==> src/rtl/norm_shift_exp_adjust.sv <==
// Post-add/subtract normalization for the FPU add/sub path.
// Takes the raw significand magnitude, the LZA left-shift amount and the
// pre-normalization exponent. It does a carry right-shift or an LZA left
// shift, then fixes a one-bit LZA miss in either direction, and then adjusts
// the exponent.
//
// Ports:
//   clk, rst        clock, synchronous active-high reset
//   start_i         capture inputs (IDLE only)
//   ack_i           result consumed (DONE only)
//   Sgf_i           raw magnitude, [SWR-1] carry, [SWR-2] normalized lead-one
//   Shift_Value_i   LZA left-shift amount
//   Exp_i           biased exponent before normalization
//   Sgf_o, Exp_o    normalized significand / adjusted exponent
//   sticky_o        bit lost by the carry right-shift
//   zero_o, overflow_o, underflow_o   mutually exclusive result flags
//   busy_o, ready_o FSM not IDLE / FSM in DONE
module norm_shift_exp_adjust #(
  parameter int SWR = 55,
  parameter int EW  = 11
) (
  input  logic           clk,
  input  logic           rst,
  input  logic           start_i,
  input  logic           ack_i,
  input  logic [SWR-1:0] Sgf_i,
  input  logic [EW-1:0]  Shift_Value_i,
  input  logic [EW-1:0]  Exp_i,
  output logic [SWR-1:0] Sgf_o,
  output logic [EW-1:0]  Exp_o,
  output logic           sticky_o,
  output logic           zero_o,
  output logic           overflow_o,
  output logic           underflow_o,
  output logic           busy_o,
  output logic           ready_o
);

  typedef enum logic [1:0] {IDLE, SHIFT, CORR, DONE} state_t;

  // Exponent math is EW+2 bits signed: one bit for the carry increment,
  // one for the sign after subtracting a large shift.
  localparam logic signed [EW+1:0] EMAX   = {2'b00, {EW{1'b1}}};
  localparam logic signed [EW+1:0] ONE    = {{(EW+1){1'b0}}, 1'b1};
  localparam logic [EW-1:0]        MAX_SH = EW'(SWR-1);

  state_t state_q, state_d;

  // captured operands
  logic [SWR-1:0] sgf_q;
  logic [EW-1:0]  shv_q, exp_q;

  // first-stage results
  logic [SWR-1:0]         s1_q, s1_d;
  logic signed [EW+1:0]   e1_q, e1_d;
  logic                   sticky1_q, carry_q, zero_q;

  // final-stage next values
  logic [SWR-1:0]         sgf_n, s2;
  logic [EW-1:0]          exp_n;
  logic signed [EW+1:0]   e2;
  logic                   sticky_n, zero_n, ovf_n, unf_n;

  always_comb begin
    state_d = state_q;
    case (state_q)
      IDLE:    if (start_i) state_d = SHIFT;
      SHIFT:   state_d = CORR;
      CORR:    state_d = DONE;
      DONE:    if (ack_i) state_d = IDLE;
      default: state_d = IDLE;
    endcase
  end

  assign busy_o  = (state_q != IDLE);
  assign ready_o = (state_q == DONE);

  // First shift: carry right-shift, or LZA-directed left shift.
  always_comb begin
    if (sgf_q[SWR-1]) begin
      s1_d = sgf_q >> 1;
      e1_d = signed'({2'b00, exp_q}) + ONE;
    end else begin
      s1_d = (shv_q > MAX_SH) ? '0 : (sgf_q << shv_q);
      e1_d = signed'({2'b00, exp_q}) - signed'({2'b00, shv_q});
    end
  end

  // Correction and flag resolution. The LZA may be off by one in either
  // direction. Overshoot (carry bit set) is checked before undershoot so that
  // at most one correction is applied.
  always_comb begin
    sgf_n    = '0;
    exp_n    = '0;
    sticky_n = 1'b0;
    zero_n   = 1'b0;
    ovf_n    = 1'b0;
    unf_n    = 1'b0;
    s2       = s1_q;
    e2       = e1_q;
    if (zero_q) begin
      zero_n = 1'b1;
    end else if (carry_q) begin
      if (e1_q >= EMAX) begin
        ovf_n = 1'b1;
        exp_n = '1;
      end else begin
        sgf_n    = s1_q;
        exp_n    = e1_q[EW-1:0];
        sticky_n = sticky1_q;
      end
    end else begin
      if (s1_q[SWR-1]) begin
        s2 = s1_q >> 1;
        e2 = e1_q + ONE;
      end else if (!s1_q[SWR-2] && (s1_q != '0)) begin
        s2 = s1_q << 1;
        e2 = e1_q - ONE;
      end
      // s1 == 0 here means the whole nonzero input was shifted out.
      if ((s1_q == '0) || e2[EW+1] || (e2 == '0)) begin
        unf_n = 1'b1;
      end else begin
        sgf_n = s2;
        exp_n = e2[EW-1:0];
      end
    end
  end

  always_ff @(posedge clk) begin
    if (rst) begin
      state_q     <= IDLE;
      sgf_q       <= '0;
      shv_q       <= '0;
      exp_q       <= '0;
      s1_q        <= '0;
      e1_q        <= '0;
      sticky1_q   <= 1'b0;
      carry_q     <= 1'b0;
      zero_q      <= 1'b0;
      Sgf_o       <= '0;
      Exp_o       <= '0;
      sticky_o    <= 1'b0;
      zero_o      <= 1'b0;
      overflow_o  <= 1'b0;
      underflow_o <= 1'b0;
    end else begin
      state_q <= state_d;
      if (state_q == IDLE && start_i) begin
        sgf_q <= Sgf_i;
        shv_q <= Shift_Value_i;
        exp_q <= Exp_i;
      end
      if (state_q == SHIFT) begin
        s1_q      <= s1_d;
        e1_q      <= e1_d;
        sticky1_q <= sgf_q[SWR-1] & sgf_q[0];
        carry_q   <= sgf_q[SWR-1];
        zero_q    <= (sgf_q == '0);
      end
      if (state_q == CORR) begin
        Sgf_o       <= sgf_n;
        Exp_o       <= exp_n;
        sticky_o    <= sticky_n;
        zero_o      <= zero_n;
        overflow_o  <= ovf_n;
        underflow_o <= unf_n;
      end
    end
  end

endmodule

==> config.mk <==
export PLATFORM = sky130hd
export DESIGN_NAME = norm_shift_exp_adjust
export DESIGN_NICKNAME = d
export VERILOG_FILES = /design/src/rtl/norm_shift_exp_adjust.sv
export SDC_FILE = /design/constraint.sdc
export NUM_CORES = 1
export LEC_CHECK = 0
export BUFFER_PORTS_ARGS = -buffer_cell sky130_fd_sc_hd__buf_2
export CAP_MARGIN = 10
export CELL_PAD_IN_SITES_DETAIL_PLACEMENT = 1
export CELL_PAD_IN_SITES_GLOBAL_PLACEMENT = 1
export CORE_UTILIZATION = 44
export CTS_CLUSTER_DIAMETER = 80
export DETAILED_ROUTE_END_ITERATION = 7
export GPL_ROUTABILITY_DRIVEN = 0
export PLACE_DENSITY_LB_ADDON = 0.2
export SLEW_MARGIN = 5
export SYNTH_ARGS = -nofsm -noshare
export SYNTH_HDL_FRONTEND = slang
export SYNTH_SLANG_ARGS = --single-unit
==> constraint.sdc <==
create_clock -name clk -period 3.7 [get_ports clk]
set_input_delay 0.37 -clock clk [delete_from_list [all_inputs] [get_ports clk]]
set_output_delay 0.37 -clock clk [all_outputs]
set_load 0.005 [all_outputs]
==> run summary, run 1 <==
Status: completed
CP Max Fanout: 44
Clock Power Share: 21.7%
Layout cells sized above 1: 15.2%
RSZ-0062 raised after global routing: no
DRC Markers: 0
Yosys top cell by area: dfxtp_1
Clk slew on worst S/H paths: 0.06 ns
Sequential share of power: 26.5%
DR vias/cell: 6.24
Final worst-path cycle share: 93.7%
TNS Setup: 0 ns
Routed vias: 15644
Core ar.: 0.0327 mm2
Drt total wl: 54800 um
H-tree levels: 1
Buffers on Ports: 152
Tmin final: 3.47 ns
DRT iter0 DRCs: 1569
Filler cell count: 4126
CP Data Required Time: 4.13 ns
Syn Nets: 2113
Syn_area_per_cell: 7.29 um2
CTS buffer count: 26
Arrival @ worst endpoint: 3.90 ns
Min-delay worst type: in -> reg
Sw power: 6.07 mW
Initial core utilization: 44.9%
Final #Nets: 2148
Row Count: 66
Vias in the first global route: 15141
Post-CTS Setup Inserts: 0
Final Setup Violations: 0
Bufs on Longest Clock Path: 3
Hold_buf cts: 0
Sw Share: 46.9%
Rel. slew slack: 37.8%
Async SR Flop Fraction: 0%
# resized after CTS: 0
Post-synthesis cell count: 2012
Max Fclk: 288 MHz
Worst Skew: 0.0318 ns
Die area: 0.0341 mm2
Pin count of the biggest net entering global routing: 99
Ys flop type: dfxtp_1
Post-synth cell types: 66
Synth top cells by count: nand2_1 (538), dfxtp_1 (220), a21oi_1 (165), clkbuf_1 (147)
Yosys reg bits: 220
Clock Tree Root: clkbuf_16
Pwr dens: 778 mW/mm2
Max cap viols: 0
Slew @ Worst Pin: 0.931 ns
Die span in y: 185 um
Die X: 185 um
Combinational Power Share: 51.8%
Area Growth Syn to Fin: 13.3%
DR WL/cell: 21.9 um
Leakage: 6.25 nW
CP endpoint kind: flop
Max VDD drop: 0.000608 V
Slew Viols, Final: 0
ANT nets after route: 0
Yosys top cell area share: 30.0%
Setup crit start kind: flop
Num ports: 153
Cell area after synthesis: 0.0147 mm2
Remaining Overflow, GRT: 0
Ranking of synthesized cells by area: dfxtp_1 (30%), nand2_1 (14%), mux4_2 (8.0%)
Critical path class: reg -> reg
Final HPWL DP: 39500 um
Overall power: 12.9 mW
Internal power: 6.87 mW
Count leader, synth: nand2_1
Synth warn: 0
First-pass GRT wire length: 86700 um
Ant diodes: 0
Initial antenna violation count: 1
Sequential share of the synthesized area: 30.0%
Clock Latency Late Sink: 0.57 ns
Final Hold Fails: 0
Num Clock Sinks: 220
Total GRT Usage: 32.0%
Drt pass-1 iters: 6
Post-synth EDFFs: 0
CTS tree: yes
==> layout make-up <==
cell class / count / area [um2] / share of cell area (%)
sequential: 220 / 4410 / 26.5
clock buffer: 35 / 754 / 4.54
multi-input combinational: 1579 / 9490 / 57.1
tap: 442 / 553 / 3.33
inverter: 31 / 116 / 0.700
clock inverter: 13 / 188 / 1.13
timing repair buffer: 189 / 1120 / 6.71
==> final timing paths <==
check	start	to	slack [ns]	depth (start not counted)
max	s1_q[11]$_SDFFE_PP0N_	Sgf_o[24]$_SDFFE_PP0P_	0.23	10
min	Sgf_i[31]	sgf_q[31]$_SDFFE_PP0P_	0.06	3
max reg2reg	s1_q[11]$_SDFFE_PP0N_	Sgf_o[24]$_SDFFE_PP0P_	0.23	10
min reg2reg	Exp_o[4]$_SDFFE_PP0P_	Exp_o[4]$_SDFFE_PP0P_	0.46	2
==> cells in the final DEF (no fill, tap or decap), types with 29 or more instances in the layout <==
master / instances
nor3_1: 33
nand2_1: 537
a31oi_1: 50
a21oi_1: 165
nor4_1: 33
a221oi_1: 35
buf_4: 32
nor2_1: 132
inv_1: 29
o21ai_0: 133
mux2i_1: 92
mux4_2: 52
buf_2: 151
and3_1: 36
dfxtp_1: 216
nand3_1: 68
==> stage by stage <==
| step | utilization, % | std cells | hold WS (ns) | cell area, um2 | setup WS (ns) |
|---|---|---|---|---|---|
| floorplan | - | 2012 | 0.436 | 14700 | 0.752 |
| global route | 50.8 | 2509 | 0.0531 | 16600 | 0.0521 |
| finish | 50.8 | 2509 | 0.0571 | 16600 | 0.234 |
| CTS | 50.8 | 2509 | 0.0357 | 16600 | 0.245 |
| detailed placement | 48.0 | 2461 | 0.452 | 15700 | 0.255 |
| global placement | 48.0 | 2461 | 0.447 | 15700 | 0.374 |
==> kinds of logic after synthesis <==
logic type      share of synthesized area [%]
buf+inv                                  5.62
fa+ha+maj                                1.76
xor+xnor                                 1.19
simple gates                             26.4
mux                                      14.5
flops                                    30.0
compound gates                           20.6
==> power groups by stage <==
stage	clock [mW]	combinational [mW]	sequential, mW
floorplan	0	5.04	3.06
global placement	0	6.41	3.41
detailed placement	0	6.57	3.45
CTS	2.85	6.61	3.40
global route	2.93	7.25	3.49
finish	2.81	6.70	3.43
==> worst max-delay path: stages, from the launching register on <==
cell and delay [ns]:
dfxtp_1 0.37, nor4_1 0.44, nand4_1 0.26, or4_1 0.73, mux2i_1 0.21, o21ai_1 0.10
nor4b_2 0.49, a31oi_4 0.24, buf_12 0.25, a21oi_1 0.16, nor3_1 0.06
==> metal layers <==
metal	routed length (um)	up-vias	global-route usage (%)
li1	-	7279	-
met1	25200	7570	46.7
met4	1870	2	10.6
met2	23400	665	47.4
met5	8	-	0
met3	4430	128	5.24
==> state kept, by name, summed over array words and instances, names as in the netlist <==
signal	cells
carry_q	1
Sgf_o	55
sticky1_q	1
zero_o	1
shv_q	11
sgf_q	55
exp_q	11
underflow_o	1
sticky_o	1
overflow_o	1
e1_q	13
state_q	2
s1_q	55
Exp_o	11
zero_q	1
Power figures use the tool's default switching activity.
==> run 2: changes to the inputs <==
Settings changed: ABC_AREA set to 1, CORE_UTILIZATION 44 to 42.
==> run 2 against run 1 <==
Effect of this change:
- fmax rose by 4.3%
- critical path type unchanged
- highest routed layer is now met4
- flip-flop and latch count did not move
- first-iteration DRC count rose by 14%
- sequential share of layout area is 0.48 points lower
- utilization fell by 2.4 points
- largest power group unchanged
- hold slack better by 0.022 ns
==> run summary, run 2 <==
Ranking of synthesized cells by area: dfxtp_1 (29%), nand2_1 (18%), nand3_1 (9.9%)
Num Clock Sinks: 220
TNS Setup: 0 ns
Layout cells sized above 1: 10.4%
Async SR Flop Fraction: 0%
CP peak stage delay: 0.39 ns
Final worst-path cycle share: 89.9%
Yosys top cell by area: dfxtp_1
Slew @ Worst Pin: 1.01 ns
Yosys top cell area share: 29.3%
Crit path from: s1_q[53]$_SDFFE_PP0N_
Num ports: 153
CP Data Required Time: 4.17 ns
ANT nets after route: 0
Final #Nets: 2637
# resized after CTS: 0
Hold_buf cts: 0
Highest-delay cell along the critical path: dfxtp_1
CTS tree: yes
Post-synth cell types: 41
Setup crit start kind: flop
CP Max Fanout: 22
Final HPWL DP: 46900 um
Max Fclk: 301 MHz
Sequential share of the synthesized area: 29.3%
Status: completed
Arrival @ worst endpoint: 3.79 ns
Pin count of the biggest net entering global routing: 118
Remaining Overflow, GRT: 0
Row Count: 68
Rel. slew slack: 32.5%
Synth warn: 0
Drt total wl: 63300 um
Initial core utilization: 43.2%
Worst hold stages: 3
Ys flop type: dfxtp_1
CTS buffer count: 27
Hold endpoint: sgf_q[22]$_SDFFE_PP0P_
Filler cell count: 4874
H-tree levels: 1
RSZ-0062 raised after global routing: no
WL met3: 4650 um
Buffers on Ports: 152
Critical path class: reg -> reg
Worst Skew: 0.0157 ns
DR vias/cell: 6.03
Overall power: 16.8 mW
Reg2Reg Depth: 16
Clock Tree Root: clkbuf_16
Cell mode on critical path: nand2_1
DR WL/cell: 21.0 um
Post-CTS Setup Inserts: 0
CP Buf/Inv Count: 2
Dpl ws: 0.437 ns
Slew Viols, Final: 0
Leakage: 7.42 nW
Final Hold Fails: 0
Syn_area_per_cell: 5.99 um2
Die X: 191 um
CP endpoint kind: flop
Biggest regs: Sgf_o (55), s1_q (55), sgf_q (55)
Tmin final: 3.32 ns
RR Startpoint: s1_q[53]$_SDFFE_PP0N_
Seq. cell area: 0.00441 mm2
Yosys reg bits: 220
Drt pass-1 iters: 5
Post-synthesis cell count: 2512
Max VDD drop: 0.000800 V
Crit-path cells: inv_2, nand2_1, nor2_1, nand2_1, nor2_1, nand2_1, nand2_1, o21ai_1, nand2_1, nor2_1, nor2_4, buf_4, nand3_1, nand2_1, nand2_1, a21oi_1
Die area: 0.0366 mm2
Count leader, synth: nand2_1
Syn Nets: 2613
Area Growth Syn to Fin: 12.4%
CP delay by family, top: simple AND/OR/NAND/NOR gates
Vias in the first global route: 17359
Total GRT Usage: 34.3%
Max cap viols: 0
Core ar.: 0.0349 mm2
Worst Setup Slack, final: 0.375 ns
Most common cell after layout, fill and taps aside: nand2_1
Pwr dens: 994 mW/mm2
FF-to-FF End: Sgf_o[45]$_SDFFE_PP0P_
Initial antenna violation count: 0
Clk slew on worst S/H paths: 0.07 ns
Synth top cells by count: nand2_1 (725), nand3_1 (297), dfxtp_1 (220), o21ai_0 (214), a21oi_1 (196)
Ant diodes: 0
DR top layer: met4
Post-synth EDFFs: 0
First-pass GRT wire length: 99300 um
Multi-input logic area: 0.00928 mm2
DRC Markers: 0
R2R setup slack: 0.38 ns
WL met2: 27400 um
Clock Latency Late Sink: 0.55 ns
Routed vias: 18143
Final Setup Violations: 0
Die span in y: 191 um
DRT iter0 DRCs: 1792
Metal1 wirelength: 28800 um
Bufs on Longest Clock Path: 3
HP Start: Sgf_i[22]
Most frequent cells in the layout: nand2_1 (724), nand3_1 (297), dfxtp_1 (218)
Cell area after synthesis: 0.0151 mm2
Min-delay worst type: in -> reg
==> run 2: cells by family after synthesis <==
kind of cell               after synthesis  synth area share, %
adders and majority gates               20                 1.71
DFF                                    220                 29.3
xor gates and xnor gates                10                0.582
and+or+nand+nor                       1273                 35.4
muxes                                    1               0.0665
AOI/OAI and AO/OA                      621                 23.6
buffers and inverters                  367                 9.34
==> run 2: worst max path at each step <==
stage,cells after the start,endpoint
global placement,16,Sgf_o[33]$_SDFFE_PP0P_
detailed placement,16,Sgf_o[45]$_SDFFE_PP0P_
finish,16,Sgf_o[45]$_SDFFE_PP0P_
global route,16,Sgf_o[38]$_SDFFE_PP0P_
floorplan,14,e1_q[11]$_SDFFE_PP0N_
CTS,16,Sgf_o[45]$_SDFFE_PP0P_
==> run 2: stage by stage <==
step	util (%)	cell area, um2	std cells	hold slack [ns]
detailed placement	45.9	16000	2962	0.455
global route	48.5	16900	3009	0.0923
finish	48.5	16900	3009	0.0794
global placement	45.9	16000	2962	0.449
CTS	48.5	16900	3009	0.0653
floorplan	-	15100	2512	0.446
==> run 2: power breakdown <==
| group | internal, mW | leakage [nW] | switching, mW |
|---|---|---|---|
| logic | 2.96 | 5.17 | 7.51 |
| clock network | 1.65 | 0.454 | 1.08 |
| registers | 2.92 | 1.80 | 0.698 |
| total | 7.52 | 7.42 | 9.29 |
==> run 2: layer usage <==
| metal | up-vias | GRT usage, % |
|---|---|---|
| met4 | 0 | 12.8 |
| met3 | 121 | 3.56 |
| met5 | - | 0 |
| li1 | 8561 | - |
| met1 | 8681 | 48.5 |
| met2 | 780 | 53.2 |
==> run 2: area by class of cell <==
cell class / instances / area share (%)
Timing Repair Buffer: 193 / 6.63
Clock buffer: 39 / 4.79
Multi-Input combinational cell: 1925 / 54.8
Inverter: 169 / 3.75
Clock inverter: 8 / 0.577
Sequential cell: 220 / 26.1
Tap cell: 455 / 3.37
==> run 2: tightest hold or removal path, delay by kind of cell <==
kind / cells / cell delay (ns)
and+or+nand+nor: 1 / 0.08
AOI/OAI and AO/OA: 1 / 0.07
buffers and inverters: 1 / 0.07
==> run 3: changes to the inputs <==
Settings changed: REMOVE_ABC_BUFFERS set to 1.
==> run 3 against run 2 <==
Effect of this change:
- wire length fell by 4.1%
- final area grew 0.34%
- utilization increased by 0.16 points
- register-to-register slack better by 0.13 ns
- combinational power about the same
- largest power group unchanged
- first-iteration DRC count down 11%
- via count shrank 0.74%
- critical endpoint is now Sgf_o[28]$_SDFFE_PP0P_
- cell count is essentially flat
- sequential power fell by 1%
- count of clock-buffer cells in the layout shrank 1
==> run summary, run 3 (synthesis results as in run 2) <==
Filler cell count: 4884
# resized after CTS: 0
Tmin final: 3.20 ns
Dpl ws: 0.561 ns
TNS Setup: 0 ns
Most frequent cells in the layout: nand2_1 (724), nand3_1 (297), dfxtp_1 (218)
Ant diodes: 0
DR vias/cell: 5.98
CP Data Required Time: 4.11 ns
Initial antenna violation count: 1
CP endpoint kind: flop
Final #Nets: 2638
Remaining Overflow, GRT: 0
Final Hold Fails: 0
Max cap viols: 0
M3 GR Usage: 3.73%
Final instance area: 0.0170 mm2
Vias in the first global route: 17406
CP delay by family, top: simple AND/OR/NAND/NOR gates
Final HPWL DP: 43800 um
DR WL/cell: 20.2 um
Layout cells sized above 1: 10.4%
CTS buffer count: 27
Critical path class: reg -> reg
Highest-delay cell along the critical path: dfxtp_1
Leakage: 7.43 nW
Met2 GRT Util: 51.2%
Core ar.: 0.0349 mm2
Placed inst area: 0.0160 mm2
Num ports: 153
Pwr dens: 988 mW/mm2
Slew @ Worst Pin: 1.21 ns
Pin count of the biggest net entering global routing: 72
CP peak stage delay: 0.40 ns
Arrival @ worst endpoint: 3.61 ns
H-tree levels: 1
DRC Markers: 0
Bufs on Longest Clock Path: 3
Setup crit start kind: flop
Max VDD drop: 0.00120 V
Max Fclk: 313 MHz
Final worst-path cycle share: 86.4%
First-pass GRT wire length: 95800 um
Clock Latency Late Sink: 0.56 ns
Crit-path cells: nor2_1, nand2_1, nor2_1, nand2_1, nor2_1, nand2_1, nand2_1, nand2_1, nand2_1, nand2_1, nor2_1, nand3_1, nor2_1, nand2_2, buf_12, nand3_1, nand2_1, nand2_1, a21oi_1
RSZ-0062 raised after global routing: no
Status: completed
Area Growth Syn to Fin: 12.7%
CP Max Fanout: 58
Die area: 0.0366 mm2
Initial core utilization: 43.2%
Drt pass-1 iters: 6
Clk slew on worst S/H paths: 0.06 ns
Cell mode on critical path: nand2_1
Worst Skew: 0.0129 ns
Die X: 191 um
Most common cell after layout, fill and taps aside: nand2_1
CP Buf/Inv Count: 1
CTS tree: yes
R2R setup slack: 0.50 ns
Buffers on Ports: 152
DRT iter0 DRCs: 1603
Min-delay worst type: in -> reg
Rel. slew slack: 19.3%
Routed vias: 18008
Worst Setup Slack, final: 0.504 ns
Die span in y: 191 um
GRT Max-Usage Layer: met2
Drt total wl: 60700 um
Post-CTS Setup Inserts: 0
Clock Tree Root: clkbuf_16
ANT nets after route: 0
Hold_buf cts: 0
Final Setup Violations: 0
Num Clock Sinks: 220
Biggest regs: Sgf_o (55), s1_q (55), sgf_q (55)
Met1 GRT Util: 46.2%
Row Count: 68
Slew Viols, Final: 0
Total GRT Usage: 32.9%
-- run 3: cell types whose count changed in the layout (fill, tap and decap cells not counted), sizes merged --
cell      change
bufinv        +3
inv           -1
clkbuf        -1
buf           +1
clkinvlp      +4
clkinv        -3
-- run 3: per-layer routing --
layer,wire (um),vias to the layer above
met3,4090,125
met4,2130,2
met1,27700,8714
met2,26700,625
li1,-,8542
met5,15,-
-- run 3: worst paths after layout --
kind | from | to | cells after the start
max | s1_q[10]$_SDFFE_PP0N_ | Sgf_o[28]$_SDFFE_PP0P_ | 19
min | Sgf_i[10] | sgf_q[10]$_SDFFE_PP0P_ | 3
max reg2reg | s1_q[10]$_SDFFE_PP0N_ | Sgf_o[28]$_SDFFE_PP0P_ | 19
min reg2reg | Sgf_o[23]$_SDFFE_PP0P_ | Sgf_o[23]$_SDFFE_PP0P_ | 2
-- run 3: final cells by class --
class | instances | area [um2] | share of cell area [%]
clock inverter | 11 | 194 | 1.14
inverter | 169 | 634 | 3.74
timing repair buffer | 194 | 1120 | 6.58
tap | 455 | 569 | 3.35
clock buffer | 38 | 777 | 4.58
sequential | 220 | 4410 | 26.0
multi-input combinational | 1925 | 9280 | 54.6
-- run 3: tightest hold or removal path: stages --
cell	delay, ns
buf_2	0.07
o21ai_0	0.07
nor2_1	0.08
-- run 3: power by group --
group / internal [mW] / total [mW] / switching (mW)
clock: 1.81 / 2.90 / 1.10
combinational: 2.92 / 10.3 / 7.38
sequential: 2.92 / 3.57 / 0.652
total: 7.65 / 16.8 / 9.13
-- run 3: metrics by stage --
stage	total power [mW]	std cells	utilization, %	hold slack, ns
after floorplan	9.31	2314	-	0.439
after global placement	13.3	2963	45.9	0.450
after detailed placement	13.6	2963	45.9	0.454
after CTS	16.6	3012	48.7	0.0523
after global routing	18.1	3012	48.7	0.0810
final	16.8	3012	48.7	0.0655
